`src/rtl/div_seq_param.sv`:
```
// Sequential restoring radix-2 divider, signed or unsigned per operation.
// Optional macro DIV_EARLY_OUT_EN adds a fast path when |a| < |b|.
module div_seq_param #(
    parameter int WIDTH = 32
) (
    input  logic             clk,
    input  logic             reset,
    input  logic             start,
    input  logic             signedness,
    input  logic [WIDTH-1:0] a,
    input  logic [WIDTH-1:0] b,
    output logic             busy,
    output logic             done,
    output logic [WIDTH-1:0] q,
    output logic [WIDTH-1:0] r,
    output logic             divzero
);

    localparam int CW = $clog2(WIDTH + 1);
    localparam logic [WIDTH-1:0] MOST_NEG = {1'b1, {(WIDTH-1){1'b0}}};

    typedef enum logic [1:0] {
        IDLE,
        ITER,
        FIX,
        FAST
    } state_t;

    state_t state;
    state_t state_next;

    logic [CW-1:0]    count;
    logic [WIDTH-1:0] dvd;
    logic [WIDTH-1:0] rem;
    logic [WIDTH-1:0] b_mag;
    logic             q_neg;
    logic             r_neg;
    logic             dz;

    logic             a_neg_in;
    logic             b_neg_in;
    logic [WIDTH-1:0] a_mag_in;
    logic [WIDTH-1:0] b_mag_in;
    logic             b_zero;
    logic             overflow_case;
    logic             early;
    logic             accept;
    logic             take_fast;

    logic [WIDTH:0]   rem_sh;
    logic [WIDTH-1:0] rem_sub;
    logic             fits;

    assign a_neg_in      = signedness & a[WIDTH-1];
    assign b_neg_in      = signedness & b[WIDTH-1];
    assign a_mag_in      = a_neg_in ? -a : a;
    assign b_mag_in      = b_neg_in ? -b : b;
    assign b_zero        = (b == '0);
    assign overflow_case = signedness && (a == MOST_NEG) && (b == '1);

`ifdef DIV_EARLY_OUT_EN
    assign early = !b_zero && (a_mag_in < b_mag_in);
`else
    assign early = 1'b0;
`endif

    // The done cycle is still part of the operation, so a start seen then is dropped.
    assign accept    = (state == IDLE) && start && !done;
    assign take_fast = b_zero || overflow_case || early;

    assign rem_sh  = {rem, dvd[WIDTH-1]};
    assign fits    = (rem_sh >= {1'b0, b_mag});
    assign rem_sub = rem_sh[WIDTH-1:0] - b_mag;

    assign busy = (state != IDLE) || done;

    always_ff @(posedge clk or posedge reset) begin
        if (reset) begin
            state <= IDLE;
        end else begin
            state <= state_next;
        end
    end

    always_comb begin
        state_next = state;
        case (state)
            IDLE: begin
                if (accept) begin
                    state_next = take_fast ? FAST : ITER;
                end
            end
            ITER: begin
                if (count == CW'(1)) begin
                    state_next = FIX;
                end
            end
            FIX:     state_next = IDLE;
            FAST:    state_next = IDLE;
            default: state_next = IDLE;
        endcase
    end

    // dvd doubles as the quotient shift register; fast results are staged in dvd/rem too.
    always_ff @(posedge clk or posedge reset) begin
        if (reset) begin
            count   <= '0;
            dvd     <= '0;
            rem     <= '0;
            b_mag   <= '0;
            q_neg   <= 1'b0;
            r_neg   <= 1'b0;
            dz      <= 1'b0;
            done    <= 1'b0;
            q       <= '0;
            r       <= '0;
            divzero <= 1'b0;
        end else begin
            done <= (state == FIX) || (state == FAST);
            case (state)
                IDLE: begin
                    if (accept) begin
                        q_neg <= 1'b0;
                        r_neg <= 1'b0;
                        dz    <= 1'b0;
                        if (b_zero) begin
                            dvd <= '1;
                            rem <= a;
                            dz  <= 1'b1;
                        end else if (overflow_case) begin
                            dvd <= a;
                            rem <= '0;
                        end else if (early) begin
                            dvd <= '0;
                            rem <= a;
                        end else begin
                            dvd   <= a_mag_in;
                            rem   <= '0;
                            b_mag <= b_mag_in;
                            count <= CW'(WIDTH);
                            q_neg <= signedness & (a[WIDTH-1] ^ b[WIDTH-1]);
                            r_neg <= a_neg_in;
                        end
                    end
                end
                ITER: begin
                    rem   <= fits ? rem_sub : rem_sh[WIDTH-1:0];
                    dvd   <= {dvd[WIDTH-2:0], fits};
                    count <= count - CW'(1);
                end
                FIX: begin
                    q       <= q_neg ? -dvd : dvd;
                    r       <= r_neg ? -rem : rem;
                    divzero <= dz;
                end
                FAST: begin
                    q       <= dvd;
                    r       <= rem;
                    divzero <= dz;
                end
                default: ;
            endcase
        end
    end

endmodule

```
`config.mk`:
```
export PLATFORM = sky130hd
export DESIGN_NAME = div_seq_param
export DESIGN_NICKNAME = d
export VERILOG_FILES = /design/src/rtl/div_seq_param.sv
export SDC_FILE = /design/constraint.sdc
export NUM_CORES = 1
export LEC_CHECK = 0
export ABC_AREA = 1
export ABC_CLOCK_PERIOD_IN_PS = 6700
export CORE_MARGIN = 5
export CORE_UTILIZATION = 59
export DETAILED_ROUTE_END_ITERATION = 16
export PLACE_DENSITY = 0.87
export SETUP_SLACK_MARGIN = 0.2
export SLEW_MARGIN = 20
export SYNTH_ARGS = -nofsm -noshare
export SYNTH_HDL_FRONTEND = slang
export SYNTH_SLANG_ARGS = --single-unit
```
`constraint.sdc`:
```
create_clock -name clk -period 6.7 [get_ports clk]
set_clock_uncertainty 0.05 [all_clocks]
set_input_delay 1.34 -clock clk [delete_from_list [all_inputs] [get_ports clk]]
set_output_delay 1.34 -clock clk [all_outputs]
set_load 0.01 [all_outputs]
```
==> impl_metrics.prom <==
# TYPE chip_impl_metric gauge
chip_impl_info{name="hp-class",value="reg -> reg"} 1
chip_impl_metric{name="syn_avg_cell_area",unit="um2"} 6.19
chip_impl_metric{name="die_width",unit="um"} 165
chip_impl_metric{name="synthesis.instances",unit=""} 2278
chip_impl_metric{name="clock.fmax",unit="MHz"} 238
chip_impl_metric{name="drive_above_1_share",unit=""} 0.0339
chip_impl_metric{name="synth_xor_area_frac",unit=""} 0.0503
chip_impl_metric{name="grt_first_pass_wirelength",unit="mm"} 76.5
chip_impl_metric{name="pre_cts_ws",unit="ps"} 2270
chip_impl_info{name="timing.critical_path.mode_cell",value="sky130_fd_sc_hd__nand2_1"} 1
chip_impl_info{name="largest_family_of_logic_cells_by_synthesized_area",value="simple AND/OR/NAND/NOR gates"} 1
chip_impl_info{name="grt_setup_unrepaired",value="no"} 1
chip_impl_info{name="leading_cell_type_in_the_layout_fill_and_taps_excluded",value="sky130_fd_sc_hd__nand2_1"} 1
chip_impl_metric{name="die-area",unit="um2"} 27100
chip_impl_metric{name="layout.filler_cells",unit=""} 2116
chip_impl_metric{name="post_drt_antenna_nets",unit=""} 0
chip_impl_metric{name="postCtsSetupBuffers",unit=""} 0
chip_impl_info{name="cts_root_buf",value="sky130_fd_sc_hd__clkbuf_16"} 1
chip_impl_metric{name="antenna_found_initial",unit=""} 0
chip_impl_metric{name="instances_no_fill",unit=""} 2707
chip_impl_info{name="crit_type",value="in -> reg"} 1
chip_impl_metric{name="min_period",unit="ps"} 4200
chip_impl_info{name="hold_path.startpoint",value="state[1]$_DFFE_PP0P_"} 1
chip_impl_metric{name="residual_drc_count",unit=""} 0
chip_impl_metric{name="drt_iter0_markers",unit=""} 1784
chip_impl_metric{name="place_congestion",unit=""} 1.00
chip_impl_metric{name="cts_sinks",unit=""} 173
chip_impl_metric{name="placed_area",unit="um2"} 15600
chip_impl_metric{name="synth_seq_area_share",unit=""} 0.307
chip_impl_metric{name="timing_hold_violations_final",unit=""} 0
chip_impl_metric{name="clk_path_buf_depth",unit=""} 2
chip_impl_metric{name="fin_nets",unit=""} 2483
chip_impl_metric{name="max_slew.worst_pin.slew",unit="ps"} 1030
chip_impl_metric{name="synthAdderAreaFrac",unit=""} 0.0360
chip_impl_info{name="final_cell_mix",value="723 x sky130_fd_sc_hd__nand2_1, 313 x sky130_fd_sc_hd__inv_1, 285 x sky130_fd_sc_hd__nor2_1, 204 x sky130_fd_sc_hd__nand3_1, 173 x sky130_fd_sc_hd__dfrtp_1"} 1
chip_impl_metric{name="fraction_of_synthesized_area_in_multiplexers",unit=""} 0
chip_impl_metric{name="critical-path-max-stage-delay",unit="ps"} 570
chip_impl_metric{name="vias",unit=""} 15514
chip_impl_metric{name="synth_simple_gate_area_share",unit=""} 0.396
chip_impl_metric{name="peakVddDrop",unit="mV"} 0.341
chip_impl_metric{name="post-dp-hpwl",unit="mm"} 37.8
chip_impl_metric{name="cellPowerDensity",unit="nW/um2"} 551
chip_impl_metric{name="insertion_delay",unit="ps"} 440
chip_impl_metric{name="hold_slack",unit="ps"} 393
chip_impl_info{name="holdPathEnd",value="done$_DFF_PP0_"} 1
chip_impl_metric{name="tns",unit="ps"} 0
chip_impl_info{name="status",value="finished, final reports clean"} 1
chip_impl_info{name="crit-reg2reg-launch",value="rem[7]$_DFFE_PP0P_"} 1
chip_impl_info{name="critical_path.reg2reg.endpoint",value="rem[15]$_DFFE_PP0P_"} 1
chip_impl_metric{name="wirelength",unit="mm"} 48.3
chip_impl_info{name="cp-start-kind",value="input pin"} 1
chip_impl_metric{name="core_area",unit="um2"} 23500
chip_impl_metric{name="synthesis.yosys.warnings",unit=""} 0
chip_impl_metric{name="critical_path_buf_inv_count",unit=""} 3
chip_impl_metric{name="synth-compound-area-share",unit=""} 0.0996
chip_impl_metric{name="grtUsageTotal",unit=""} 0.358
chip_impl_metric{name="cts_inserted_buffers",unit=""} 17
chip_impl_info{name="worstSetupEndpointType",value="register"} 1
chip_impl_metric{name="dpl.cell_count",unit=""} 2675
chip_impl_metric{name="max-cap-violations",unit=""} 0
chip_impl_metric{name="timing.final.setup_violations",unit=""} 0
chip_impl_metric{name="min_path_cells",unit=""} 0
chip_impl_metric{name="antenna_cells",unit=""} 0
chip_impl_metric{name="synth_area",unit="um2"} 14100
chip_impl_info{name="timing.critical_path.max_delay_family",value="simple AND/OR/NAND/NOR gates"} 1
chip_impl_metric{name="finalWorstSetupSlack",unit="ps"} 2500
chip_impl_metric{name="critical_path_required",unit="ps"} 6940
chip_impl_metric{name="r2r_setup_slack",unit="ps"} 3270
chip_impl_metric{name="first_global_vias",unit=""} 14361
chip_impl_metric{name="boundaryPins",unit=""} 135
chip_impl_info{name="slowest_stage_cell_cp",value="sky130_fd_sc_hd__nand2_1"} 1
chip_impl_metric{name="flip_flop_and_latch_count_after_synthesis",unit=""} 173
chip_impl_metric{name="synth_cell_type_count",unit=""} 42
chip_impl_metric{name="ff2ff_path_depth",unit=""} 13
chip_impl_metric{name="buffer_ports.inserted",unit=""} 134
chip_impl_metric{name="grt_start_max_net_pins",unit=""} 90
chip_impl_metric{name="synth_enable_flop_cells",unit=""} 0
chip_impl_metric{name="cts_h_tree_depth",unit=""} 4
chip_impl_metric{name="crit_fanout",unit=""} 15
chip_impl_info{name="dominantRegCellSynth",value="sky130_fd_sc_hd__dfrtp_1"} 1
chip_impl_info{name="cts_tree",value="done"} 1
chip_impl_metric{name="grt_overflow",unit=""} 0
chip_impl_metric{name="layout.cell_area.non_filler",unit="um2"} 16200
chip_impl_metric{name="clkSlewWorstSetupHoldPaths",unit="ps"} 80
chip_impl_metric{name="cts_hold_buffers",unit=""} 0
chip_impl_metric{name="worst_ep_arrival_time",unit="ps"} 4440
chip_impl_metric{name="routed_wire_per_std_cell",unit="um"} 17.9
chip_impl_metric{name="floorplan.initialDensity",unit=""} 0.600
chip_impl_info{name="path_cells",value="clkdlybuf4s50_1 -> inv_1 -> ha_1 -> nand3_1 -> nor2_1 -> nand2_1 -> nor2_1 -> nand3_2 -> nand2_1 -> inv_1 -> nand2_1 -> nand3_1 -> nand2_1 -> o21ai_0"} 1
chip_impl_metric{name="mappedNetlistNets",unit=""} 2386
chip_impl_metric{name="layout_area_growth_over_synthesis",unit="%"} 14.8
chip_impl_metric{name="max_slew_margin",unit=""} 0.313
chip_impl_metric{name="asyncSetResetFlopFracSynth",unit=""} 1.00
chip_impl_metric{name="rows",unit=""} 56
chip_impl_metric{name="slew_violations",unit=""} 0
chip_impl_metric{name="min_period_over_period",unit=""} 0.627
chip_impl_metric{name="detail_route.first_pass.iterations",unit=""} 7
chip_impl_metric{name="post_cts_resized",unit=""} 0
chip_impl_metric{name="vias_per_cell",unit=""} 5.73
chip_impl_metric{name="die_h",unit="um"} 165
chip_impl_metric{name="static-leakage-power",unit="nW"} 8.27
how the worst max path moves through the flow:
stage                      from              endpoint  slack [ps]  cells after the start
after floorplan           reset  b_mag[0]$_DFFE_PP0P_         620                      1
after global placement     a[0]    dvd[1]$_DFFE_PP0P_        2430                     14
after detailed placement   a[0]   dvd[30]$_DFFE_PP0P_        2270                     14
after CTS                  a[0]    dvd[1]$_DFFE_PP0P_        2680                     14
after global routing       a[1]   dvd[30]$_DFFE_PP0P_        2360                     14
final                      a[0]    dvd[1]$_DFFE_PP0P_        2500                     14
cells by family after synthesis:
| group | after synthesis |
|---|---|
| xor+xnor | 81 |
| buf+inv | 389 |
| fa+ha+maj | 40 |
| simple gates | 1334 |
| flops | 173 |
| compound gates | 261 |
where the power goes:
part           switching (W)  internal (W)
clock               0.000522      0.000505
sequential          0.000580       0.00156
combinational        0.00376       0.00199
total                0.00486       0.00406
through the flow:
stage	power (W)	utilization
after floorplan	0.00593	-
after global placement	0.00756	0.664
after detailed placement	0.00773	0.664
after CTS	0.00878	0.689
after global routing	0.00968	0.689
final	0.00892	0.689
synth_stat cells, types with 19 or more instances:
library cell               instances  area share
sky130_fd_sc_hd__nand2_1         723        0.19
sky130_fd_sc_hd__inv_1           314       0.084
sky130_fd_sc_hd__nor2_1          287       0.076
sky130_fd_sc_hd__nand3_1         204       0.072
sky130_fd_sc_hd__dfrtp_1         173        0.31
sky130_fd_sc_hd__o21ai_0         136       0.048
sky130_fd_sc_hd__a21oi_1          78       0.028
sky130_fd_sc_hd__xor2_1           67       0.042
sky130_fd_sc_hd__nand4_1          42       0.019
sky130_fd_sc_hd__ha_1             39       0.035
sky130_fd_sc_hd__nor3_1           31       0.011
sky130_fd_sc_hd__clkbuf_1         28      0.0075
sky130_fd_sc_hd__buf_2            19      0.0067
metal layers:
metal,global-route usage,part of all wire
met5,0,0
met4,0.116,0.029
met3,0.0596,0.11
met2,0.567,0.44
met1,0.501,0.42
state kept, by name, summed over array words and instances (netlist names), 2 cells and up:
signal,count
q,32
count,6
b_mag,32
rem,32
state,2
r,32
dvd,32
layout make-up:
cell class | instances | area [um2] | share of cell area
Timing Repair Buffer | 145 | 1420 | 0.0880
Inverter | 322 | 1220 | 0.0752
Sequential cell | 173 | 4330 | 0.268
Tap cell | 319 | 399 | 0.0247
Multi-Input combinational cell | 1716 | 8220 | 0.508
Clock inverter | 15 | 163 | 0.0101
Clock buffer | 17 | 425 | 0.0263
Note: power is estimated with default switching activity, not from simulation.
